<file path="config.mk">
export PLATFORM = sky130hd
export DESIGN_NAME = cms_config_sequencer_flat
export DESIGN_NICKNAME = d
export VERILOG_FILES = /design/src/rtl/cms_config_sequencer_if.sv /design/src/rtl/cms_config_sequencer.sv /design/src/flat_wrapper.sv
export SDC_FILE = /design/constraint.sdc
export NUM_CORES = 1
export LEC_CHECK = 0
export BUFFER_PORTS_ARGS = -buffer_cell sky130_fd_sc_hd__buf_4
export CORE_MARGIN = 2
export CORE_UTILIZATION = 50
export DETAILED_ROUTE_END_ITERATION = 7
export HOLD_SLACK_MARGIN = 0.06
export PLACE_DENSITY = 0.72
export SYNTH_ARGS = -nofsm -noshare
export SYNTH_HDL_FRONTEND = slang
export SYNTH_SLANG_ARGS = --single-unit
export TNS_END_PERCENT = 30
</file>
<file path="constraint.sdc">
create_clock -name clk -period 12.05 [get_ports clk]
set_input_delay 1.8075 -clock clk [delete_from_list [all_inputs] [get_ports clk]]
set_output_delay 1.8075 -clock clk [all_outputs]
set_load 0.03 [all_outputs]
</file>
<file path="src/rtl/cms_config_sequencer_if.sv">
// Host-side config push channel of the CMS config sequencer.
// The host (master) offers (addr,data) pairs with valid/ready; the sequencer (slave) accepts them.
interface cms_config_sequencer_if #(
  parameter int ADDR_WIDTH = 8,
  parameter int DATA_WIDTH = 64
);
  logic                  cfg_valid;
  logic                  cfg_ready;
  logic [ADDR_WIDTH-1:0] cfg_addr;
  logic [DATA_WIDTH-1:0] cfg_data;

  modport master (output cfg_valid, output cfg_addr, output cfg_data, input cfg_ready);
  modport slave  (input cfg_valid, input cfg_addr, input cfg_data, output cfg_ready);
endinterface

</file>
<file path="src/rtl/cms_config_sequencer.sv">
// CMS config sequencer: queues (addr,data) config pairs from the host and, on commit,
// holds the CMS disabled, replays the queue as single-cycle write pulses, then re-enables it.
module cms_config_sequencer #(
  parameter int ADDR_WIDTH    = 8,
  parameter int DATA_WIDTH    = 64,
  parameter int DEPTH         = 16,
  parameter int SETTLE_CYCLES = 2,
  parameter int GAP_CYCLES    = 1
) (
  input  logic                     clk,
  input  logic                     rst,
  cms_config_sequencer_if.slave    cfg,
  input  logic                     commit,
  input  logic                     abort,
  output logic [ADDR_WIDTH-1:0]    ctrl_addr,
  output logic [DATA_WIDTH-1:0]    ctrl_wdata,
  output logic                     ctrl_write_enable,
  output logic                     cms_en,
  output logic                     busy,
  output logic                     done,
  output logic [$clog2(DEPTH):0]   pending
);

  localparam int PW      = $clog2(DEPTH);
  localparam int CNT_MAX = (SETTLE_CYCLES > GAP_CYCLES) ? SETTLE_CYCLES : GAP_CYCLES;
  localparam int CW      = $clog2(CNT_MAX + 1);

  localparam logic [PW:0]   FULL_LEVEL  = (PW + 1)'(DEPTH);
  localparam logic [CW-1:0] SETTLE_LOAD = CW'(SETTLE_CYCLES - 1);
  localparam logic [CW-1:0] GAP_LOAD    = CW'(GAP_CYCLES - 1);

  typedef enum logic [2:0] {
    IDLE,
    SETTLE,
    WRITE,
    GAP,
    FINISH
  } state_t;

  state_t                           state;
  logic [ADDR_WIDTH+DATA_WIDTH-1:0] queue_mem [DEPTH];
  logic [PW-1:0]                    wr_ptr;
  logic [PW-1:0]                    rd_ptr;
  logic [CW-1:0]                    cnt;
  logic                             full;
  logic                             push;
  logic                             start_write;

  assign full          = (pending == FULL_LEVEL);
  assign cfg.cfg_ready = !full && (state == IDLE);
  // An abort in the same cycle flushes the queue, so a coincident push is dropped.
  assign push          = cfg.cfg_valid && cfg.cfg_ready && !abort;
  assign busy          = (state != IDLE);

  // A write pulse is launched when the settle or gap interval expires with work left.
  // The SETTLE path needs no pending check: SETTLE is only entered with a non-empty queue.
  assign start_write = !abort && (cnt == '0) &&
                       ((state == SETTLE) || ((state == GAP) && (pending != '0)));

  // Queue storage, written on every accepted push.
  // NOTE: the storage array is deliberately not reset; an entry is only read after it has
  // been written and counted in pending, and an unreset array can map onto RAM.
  always_ff @(posedge clk) begin
    if (push) queue_mem[wr_ptr] <= {cfg.cfg_addr, cfg.cfg_data};
  end

  // Replay FSM with queue pointers, occupancy and all registered CMS-facing outputs.
  // NOTE: every register here uses non-blocking assignment so all right-hand sides see the
  // pre-edge values; a blocking assignment would let later statements see the updated value.
  always_ff @(posedge clk) begin
    if (rst) begin
      state             <= IDLE;
      wr_ptr            <= '0;
      rd_ptr            <= '0;
      pending           <= '0;
      cnt               <= '0;
      ctrl_addr         <= '0;
      ctrl_wdata        <= '0;
      ctrl_write_enable <= 1'b0;
      cms_en            <= 1'b0;
      done              <= 1'b0;
    end else begin
      // Pulses are one cycle wide unless re-launched below.
      ctrl_write_enable <= 1'b0;
      done              <= 1'b0;

      if (abort) begin
        // Flush and return to IDLE; cms_en is left as it is.
        state   <= IDLE;
        wr_ptr  <= '0;
        rd_ptr  <= '0;
        pending <= '0;
        cnt     <= '0;
      end else begin
        // Pushes only happen in IDLE and pops never do, so they cannot collide on pending.
        if (push) begin
          wr_ptr  <= wr_ptr + 1'b1;
          pending <= pending + 1'b1;
        end

        unique case (state)
          IDLE: begin
            if (commit) begin
              if (pending != '0) begin
                state  <= SETTLE;
                cms_en <= 1'b0;
                cnt    <= SETTLE_LOAD;
              end else begin
                state  <= FINISH;
                done   <= 1'b1;
                cms_en <= 1'b1;
              end
            end
          end
          SETTLE: begin
            if (cnt != '0) cnt <= cnt - 1'b1;
          end
          WRITE: begin
            state <= GAP;
            cnt   <= GAP_LOAD;
          end
          GAP: begin
            if (cnt != '0) begin
              cnt <= cnt - 1'b1;
            end else if (pending == '0) begin
              state  <= FINISH;
              done   <= 1'b1;
              cms_en <= 1'b1;
            end
          end
          FINISH: state <= IDLE;
          default: state <= IDLE;
        endcase

        if (start_write) begin
          state                   <= WRITE;
          ctrl_write_enable       <= 1'b1;
          {ctrl_addr, ctrl_wdata} <= queue_mem[rd_ptr];
          rd_ptr                  <= rd_ptr + 1'b1;
          pending                 <= pending - 1'b1;
        end
      end
    end
  end

endmodule

</file>
<file path="src/flat_wrapper.sv">
// flat-port wrapper written by rule: the top's interface ports become plain ports
module cms_config_sequencer_flat 
#(
  parameter int ADDR_WIDTH    = 8,
  parameter int DATA_WIDTH    = 64,
  parameter int DEPTH         = 16,
  parameter int SETTLE_CYCLES = 2,
  parameter int GAP_CYCLES    = 1
)
  (clk, rst, commit, abort, ctrl_addr, ctrl_wdata, ctrl_write_enable, cms_en, busy, done, pending, cfg_cfg_valid, cfg_cfg_addr, cfg_cfg_data, cfg_cfg_ready);
  cms_config_sequencer_if #(.ADDR_WIDTH(ADDR_WIDTH), .DATA_WIDTH(DATA_WIDTH)) cfg_i ();
  input  logic clk;
  input  logic rst;
  input  logic commit;
  input  logic abort;
  output logic [ADDR_WIDTH-1:0] ctrl_addr;
  output logic [DATA_WIDTH-1:0] ctrl_wdata;
  output logic ctrl_write_enable;
  output logic cms_en;
  output logic busy;
  output logic done;
  output logic [$clog2(DEPTH):0] pending;
  input wire logic [$bits(cfg_i.cfg_valid)-1:0] cfg_cfg_valid;
  input wire logic [$bits(cfg_i.cfg_addr)-1:0] cfg_cfg_addr;
  input wire logic [$bits(cfg_i.cfg_data)-1:0] cfg_cfg_data;
  output wire logic [$bits(cfg_i.cfg_ready)-1:0] cfg_cfg_ready;
  assign cfg_i.cfg_valid = cfg_cfg_valid;
  assign cfg_i.cfg_addr = cfg_cfg_addr;
  assign cfg_i.cfg_data = cfg_cfg_data;
  assign cfg_cfg_ready = cfg_i.cfg_ready;
  cms_config_sequencer #(.ADDR_WIDTH(ADDR_WIDTH), .DATA_WIDTH(DATA_WIDTH), .DEPTH(DEPTH), .SETTLE_CYCLES(SETTLE_CYCLES), .GAP_CYCLES(GAP_CYCLES)) u_core (.clk(clk), .rst(rst), .cfg(cfg_i), .commit(commit), .abort(abort), .ctrl_addr(ctrl_addr), .ctrl_wdata(ctrl_wdata), .ctrl_write_enable(ctrl_write_enable), .cms_en(cms_en), .busy(busy), .done(done), .pending(pending));
endmodule
</file>
==> results of run 1 <==
-- routing by layer --
metal	up-vias	share of wire	track usage
li1	9306	-	-
met4	8	0.021	0.0544
met3	124	0.065	0.0382
met1	11500	0.41	0.282
met2	761	0.50	0.345
met5	-	0.00051	0
-- path summary, 6_finish.rpt --
| kind | from | to | slack (ns) | cells after the start |
|---|---|---|---|---|
| setup / recovery | u_core.rd_ptr[1] | u_core.ctrl_wdata[56] | 7.40 | 7 |
| hold / removal | u_core.ctrl_wdata[17] | u_core.ctrl_wdata[17] | 0.47 | 1 |
| setup reg to reg | u_core.rd_ptr[1] | u_core.ctrl_wdata[56] | 7.40 | 7 |
| hold reg to reg | u_core.ctrl_wdata[17] | u_core.ctrl_wdata[17] | 0.47 | 1 |
-- state kept, by name, indices dropped and copies added (netlist names) --
signal and count:
u_core.cnt 2, u_core.cms_en 1, u_core.state 3, u_core.done 1, u_core.pending 5, u_core.ctrl_wdata 64, u_core.rd_ptr 4, u_core.wr_ptr 4
u_core.ctrl_write_enable 1, u_core.queue_mem 1152, u_core.ctrl_addr 8
-- cell families after synthesis --
kind of cell    count (synthesis)
fa+ha+maj                       8
buf+inv                       121
xor+xnor                        4
compound gates                108
flops                        1245
mux                           436
simple gates                  216
-- power groups by stage --
| stage | combinational, mW | clock (mW) | sequential, mW |
|---|---|---|---|
| after CTS | 0.148 | 3.76 | 4.74 |
| final | 0.146 | 3.69 | 4.74 |
| after floorplan | 0.0466 | 0 | 4.84 |
| after global routing | 0.160 | 3.92 | 4.74 |
| after global placement | 0.141 | 0 | 4.83 |
| after detailed placement | 0.147 | 0 | 4.83 |
-- per-stage QoR --
stage | util | setup slack [ns] | instances
after CTS | 0.574 | 7.40 | 3691
after global placement | 0.532 | 6.86 | 3470
after global routing | 0.574 | 6.97 | 3692
after floorplan | - | 4.19 | 2138
after detailed placement | 0.532 | 6.80 | 3470
final | 0.574 | 7.40 | 3692
-- worst register-to-register path, cell delays in order, from the launching register on --
cell	delay (ns)
dfxtp_4	0.61
buf_4	0.81
buf_12	0.80
buf_4	1.11
mux4_2	0.63
mux2i_1	0.28
nor2_1	0.08
a211o_1	0.24
-- synthesized netlist by cell type, types with 2 or more instances --
library cell and instances:
edfxtp_1 1152, mux4_2 288, nor2_1 159, mux2i_1 147, dfxtp_1 93, a211o_1 74, clkbuf_1 46, buf_2 36
buf_1 16, and3_1 14, a21oi_1 10, inv_1 9, ha_1 8, nand2_1 8, nand3_1 8, buf_4 7
buf_6 7, o21ai_0 6, nor2b_1 4, nor3_1 4, or3_1 4, a31oi_1 3, nor3b_1 3, a211oi_1 2
nor4_1 2, nor4b_1 2, o2111ai_1 2, o211ai_1 2, o22ai_1 2, xnor2_1 2, xor2_1 2
-- area by class of cell --
class | instances | area, sq um | area share
Sequential cell | 1245 | 36500 | 0.682
Multi-Input combinational cell | 772 | 10000 | 0.188
Clock buffer | 174 | 3290 | 0.0616
Tap cell | 1254 | 1570 | 0.0293
Timing Repair Buffer | 190 | 1460 | 0.0274
Clock inverter | 47 | 599 | 0.0112
Inverter | 9 | 33.8 | 0.000632
Antenna cell | 1 | 2.50 | 0.0000468
==> flow_metrics.env, run 1 <==
export IMPL_holdBufCountCts=0
export IMPL_arrival_ns=5.21
export IMPL_synth_area_mux_share=0.170
export IMPL_cp_max_fo=118
export IMPL_maxCapViolations=0
export IMPL_cts_buffer_depth=3
export IMPL_synth_main_ff_cell="edfxtp_1"
export IMPL_ys_ff_latch=1245
export IMPL_ctsResizeCount=0
export IMPL_drt_initial_drc_count=2002
export IMPL_p_leak_nw=17.1
export IMPL_power_switching_mw=1.64
export IMPL_switching_share=0.191
export IMPL_path_buf_inv=3
export IMPL_wl_mm=97.8
export IMPL_place_area_sq_um=49600
export IMPL_pwr_share_seq=0.553
export IMPL_period_share=0.386
export IMPL_fillerInstances=6585
export IMPL_setup_viol=0
export IMPL_synthCells=2138
export IMPL_insertion_delay_ns=0.69
export IMPL_path_cells="buf_4 > buf_12 > buf_4 > mux4_2 > mux2i_1 > nor2_1 > a211o_1"
export IMPL_critical_path_top_delay_family="buffers and inverters"
export IMPL_pin_count=159
export IMPL_core_sq_um=93200
export IMPL_tightestPinTransition_ns=1.16
export IMPL_peakVddDrop_uv=134
export IMPL_slew_headroom=0.222
export IMPL_num_rows=112
export IMPL_place_gp_congestion=0.739
export IMPL_crit_path_end_kind="flip-flop"
export IMPL_yosysTopAreaCell="edfxtp_1"
export IMPL_drv_slew=0
export IMPL_finalPower_mw=8.58
export IMPL_skew_ns=0.0198
export IMPL_grt_first_pass_wirelength_mm=146
export IMPL_timing_fmax_ghz=0.215
export IMPL_wire_per_inst_microns=26.5
export IMPL_critical_path_slowest_cell="buf_4"
export IMPL_synth_xor_area_frac=0.000746
export IMPL_async_flop_share=0
export IMPL_run_status="finished, final reports clean"
export IMPL_cts_sinks=1245
export IMPL_syn_area_sq_um=47000
export IMPL_grt_max_degree=163
export IMPL_hold_viol_final=0
export IMPL_cts_htree_levels=3
export IMPL_syn_avg_cell_area_sq_um=22.0
export IMPL_crit_path_frequent_cell="buf_4"
export IMPL_yosysSeqAreaShare=0.776
export IMPL_vias_per_cell=5.87
export IMPL_layout_drive_gt1_share=0.277
export IMPL_yosys_area_share_simple=0.0202
export IMPL_finalSetupTns_ns=0
export IMPL_area_delta_synth_final_pct=13.8
export IMPL_grt_pass1_vias=22600
export IMPL_die_area_sq_um=96400
export IMPL_start_kind="flip-flop"
export IMPL_pwr_share_comb=0.017
export IMPL_synth_compound_area_share=0.0188
export IMPL_numCtsBuffers=116
export IMPL_nNetsFinal=2419
export IMPL_die_h_microns=310
export IMPL_crit_required_ns=12.62
export IMPL_clkPwrFrac=0.430
export IMPL_initial_core_util=0.504
export IMPL_synth_top_cells_by_area="edfxtp_1 (74%), mux4_2 (14%), dfxtp_1 (4.0%), mux2i_1 (3.1%), a211o_1 (1.4%)"
export IMPL_antenna_found_initial=5
export IMPL_synth_top_area_share=0.737
export IMPL_design_area_sq_um=53500
export IMPL_p_int_mw=6.94
export IMPL_path_class="flip-flop to flip-flop"
export IMPL_hold_class="flip-flop to flip-flop"
export IMPL_vias=21700
export IMPL_holdWs_ns=0.471
export IMPL_final_cell_mix="edfxtp_1 (1152), mux4_2 (288), buf_4 (187)"
export IMPL_min_period_ns=4.65
export IMPL_synth_top_family_by_area="multiplexers"
export IMPL_die_w_microns=310
export IMPL_yosys_area_share_adder=0.00213
export IMPL_rsz0062_at_grt="false"
export IMPL_clk_pin_slew_ns=0.06
export IMPL_dp_hpwl_mm=53.1
export IMPL_ant_nets=0
export IMPL_yosys_warnings=0
export IMPL_synth_nets=2223
export IMPL_p_per_area_nw_per_um2=161
export IMPL_grtUsageTotal=0.206
export IMPL_slowest_delay_ns=0.87
export IMPL_post_cts_buffers=0
export IMPL_firstDrtPassIters=5
export IMPL_synth_distinct_cells=47
export IMPL_io_buffers=158
export IMPL_cts_tree="yes"
export IMPL_final_common_cell="edfxtp_1"
export IMPL_drc_errors=0
export IMPL_overflow=0
export IMPL_cts_root_buffer="clkbuf_16"
export IMPL_synth_edf_count=1152
(Power assumes the default switching activity.)
==> run 2: changes to the inputs <==
--- a/config.mk
+++ b/config.mk
@@ -5,12 +5,13 @@
 export SDC_FILE = /design/constraint.sdc
 export NUM_CORES = 1
 export LEC_CHECK = 0
+export ABC_AREA = 1
 export BUFFER_PORTS_ARGS = -buffer_cell sky130_fd_sc_hd__buf_4
 export CORE_MARGIN = 2
 export CORE_UTILIZATION = 50
 export DETAILED_ROUTE_END_ITERATION = 7
 export HOLD_SLACK_MARGIN = 0.06
-export PLACE_DENSITY = 0.72
+export PLACE_DENSITY = 0.75
 export SYNTH_ARGS = -nofsm -noshare
 export SYNTH_HDL_FRONTEND = slang
 export SYNTH_SLANG_ARGS = --single-unit
==> constraint.sdc (replaced) <==
create_clock -name clk -period 4.25 [get_ports clk]
set_input_delay 0.6375 -clock clk [delete_from_list [all_inputs] [get_ports clk]]
set_output_delay 0.6375 -clock clk [all_outputs]
set_load 0.03 [all_outputs]
==> flow_metrics.env, run 2 <==
export IMPL_async_flop_share=0
export IMPL_cp_max_fo=22
export IMPL_crit_required_ns=4.62
export IMPL_synth_top_cells_by_area="edfxtp_1 (72%), nor2_1 (6.1%), o21ai_0 (6.0%), dfxtp_1 (3.9%), o22ai_1 (2.9%)"
export IMPL_syn_area_sq_um=48200
export IMPL_reg2reg_to="u_core.queue_mem[4][23]"
export IMPL_synth_main_ff_cell="edfxtp_1"
export IMPL_critical_path_slowest_cell="nor2_4"
export IMPL_layout_drive_gt1_share=0.111
export IMPL_overflow=0
export IMPL_holdBufCountCts=0
export IMPL_cts_sinks=1245
export IMPL_antenna_found_initial=12
export IMPL_grt_first_pass_wirelength_mm=178
export IMPL_r2r_start="u_core.state[2]"
export IMPL_crit_path_end_kind="flip-flop"
export IMPL_p_per_area_nw_per_um2=451
export IMPL_run_status="finished, final reports clean"
export IMPL_maxCapViolations=0
export IMPL_setup_viol=0
export IMPL_path_cells="nor2_1 > nand2_1 > inv_1 > nand2_1 > inv_1 > nand3_1 > inv_1 > nand2_1 > nor2_4 > buf_4"
export IMPL_syn_avg_cell_area_sq_um=13.1
export IMPL_min_period_ns=3.17
export IMPL_period_share=0.747
export IMPL_synth_top_area_share=0.717
export IMPL_yosys_warnings=0
export IMPL_ctsResizeCount=0
export IMPL_area_delta_synth_final_pct=12.6
export IMPL_peakVddDrop_uv=371
export IMPL_skew_ns=0.0478
export IMPL_hold_class="input pin to flip-flop"
export IMPL_cts_buffer_depth=3
export IMPL_path_depth=10
export IMPL_cts_tree="yes"
export IMPL_critical_path_top_delay_family="simple AND/OR/NAND/NOR gates"
export IMPL_crit_path_end="u_core.queue_mem[4][23]"
export IMPL_grtUsageTotal=0.234
export IMPL_slowest_delay_ns=0.59
export IMPL_yosysMostFrequentCell="edfxtp_1"
export IMPL_drv_slew=0
export IMPL_cts_htree_levels=3
export IMPL_start_kind="flip-flop"
export IMPL_die_h_microns=315
export IMPL_vias=30900
export IMPL_drc_errors=0
export IMPL_yosysSeqAreaShare=0.756
export IMPL_timing_fmax_ghz=0.315
export IMPL_cts_root_buffer="clkbuf_16"
export IMPL_final_common_cell="edfxtp_1"
export IMPL_wl_mm=117
export IMPL_path_class="flip-flop to flip-flop"
export IMPL_largest_reg_flops=1152
export IMPL_grt_pass1_vias=30300
export IMPL_arrival_ns=3.54
export IMPL_initial_core_util=0.506
export IMPL_rsz0062_at_grt="false"
export IMPL_vias_per_cell=6.03
export IMPL_synth_edf_count=1152
export IMPL_place_gp_congestion=0.780
export IMPL_crit_start="u_core.state[2]"
export IMPL_slew_headroom=0.271
export IMPL_pin_count=159
export IMPL_hold_viol_final=0
export IMPL_worstRegToRegCells=10
export IMPL_post_route_util=0.570
export IMPL_fillerInstances=7282
export IMPL_synth_distinct_cells=34
export IMPL_finalPower_mw=24.5
export IMPL_synthCells=3674
export IMPL_synth_common_cells="edfxtp_1 (1152), nor2_1 (790), o21ai_0 (579), o22ai_1 (226), clkbuf_1 (156)"
export IMPL_firstDrtPassIters=5
export IMPL_dp_hpwl_mm=58.9
export IMPL_grt_max_degree=240
export IMPL_final_cell_mix="edfxtp_1 (1152), nor2_1 (774), o21ai_0 (579)"
export IMPL_post_cts_buffers=0
export IMPL_clk_pin_slew_ns=0.06
export IMPL_ant_nets=0
export IMPL_ys_ff_latch=1245
export IMPL_die_w_microns=315
export IMPL_p_leak_nw=18.4
export IMPL_largestRegisters="u_core.queue_mem: 1152 flops, u_core.ctrl_wdata: 64 flops, u_core.ctrl_addr: 8 flops"
export IMPL_yosysTopAreaCell="edfxtp_1"
export IMPL_num_rows=113
export IMPL_path_buf_inv=4
export IMPL_wire_per_inst_microns=22.9
export IMPL_io_buffers=158
export IMPL_die_area_sq_um=98900
export IMPL_tightestPinTransition_ns=1.09
export IMPL_nNetsFinal=3839
export IMPL_regMostFlops="u_core.queue_mem"
export IMPL_core_sq_um=95300
export IMPL_synth_nets=3759
export IMPL_drt_initial_drc_count=4107
export IMPL_insertion_delay_ns=0.72
export IMPL_numCtsBuffers=118
export IMPL_r2r_slack_ns=1.08
==> run 2: changes by cell type after synthesis, sizes merged, moves of 86 or more <==
cell,previous run,this run
inv,9,107
nor2,160,792
nand3,8,94
o221ai,0,108
mux2i,147,0
o22ai,2,226
mux4,288,0
o21ai,7,725
clkbuf,46,157
==> run 2: how the worst min path moves through the flow <==
stage / start / endpoint / slack (ns) / depth (start not counted)
3_5_place_dp: u_core.cnt[1] / u_core.cnt[1] / 0.45 / 2
3_3_place_gp: u_core.cms_en / u_core.cms_en / 0.45 / 2
4_1_cts: cfg_cfg_data[57] / u_core.queue_mem[7][57] / 0.18 / 1
5_1_grt: cfg_cfg_data[15] / u_core.queue_mem[11][15] / 0.20 / 1
2_1_floorplan: u_core.cnt[1] / u_core.cnt[1] / 0.43 / 2
6_report: cfg_cfg_data[14] / u_core.queue_mem[4][14] / 0.22 / 1
==> run 2: metrics by stage <==
| stage | hold slack [ns] | instance area (sq um) | TNS, ns | cells | worst slack [ns] |
|---|---|---|---|---|---|
| 5_1_grt | 0.203 | 54300 | 0 | 5119 | 0.834 |
| 3_5_place_dp | 0.452 | 50600 | 0 | 4899 | 1.19 |
| 3_3_place_gp | 0.448 | 50600 | 0 | 4899 | 1.18 |
| 4_1_cts | 0.179 | 54300 | 0 | 5117 | 1.16 |
| 2_1_floorplan | 0.433 | 48200 | -1040.02 | 3674 | -0.906 |
| 6_report | 0.222 | 54300 | 0 | 5119 | 1.08 |
==> run 2: logic make-up (layout without fill, tap and decap cells) <==
family	Yosys count	after routing	synth area share
simple gates	945	945	0.0768
other cells	0	2	0
buf+inv	372	550	0.0344
fa+ha+maj	8	8	0.00208
xor+xnor	2	2	0.000363
compound gates	1102	1102	0.130
flops	1245	1245	0.756
==> run 2: worst register-to-register path: stages, from the launching register on <==
cell,delay [ns]
dfxtp_1,0.38
nor2_1,0.17
nand2_1,0.15
inv_1,0.12
nand2_1,0.06
inv_1,0.08
nand3_1,0.28
inv_1,0.27
nand2_1,0.27
nor2_4,0.59
buf_4,0.46
==> run 2: metal layers <==
metal	global-route usage	up-vias	part of all wire
met2	0.387	1582	0.48
met1	0.312	15200	0.39
met4	0.0749	20	0.025
met3	0.0494	232	0.10
li1	-	13800	-
met5	0	-	0.00098
==> run 2: cell type report <==
| class | instances | area, sq um | share of cell area |
|---|---|---|---|
| inverters | 109 | 432 | 0.00795 |
| diodes | 2 | 5.00 | 0.0000922 |
| well taps | 1265 | 1580 | 0.0291 |
| clock inverters | 70 | 588 | 0.0108 |
| multi-input cells | 2057 | 10200 | 0.188 |
| repair buffers | 223 | 1860 | 0.0343 |
| clock buffers | 148 | 3140 | 0.0578 |
| flip-flops and latches | 1245 | 36500 | 0.672 |
==> run 2: power breakdown <==
group	total, mW	switching [mW]	internal [mW]
Sequential	13.5	0.0488	13.5
Clock	10.1	4.45	5.65
Combinational	0.858	0.609	0.249
Total	24.5	5.11	19.4
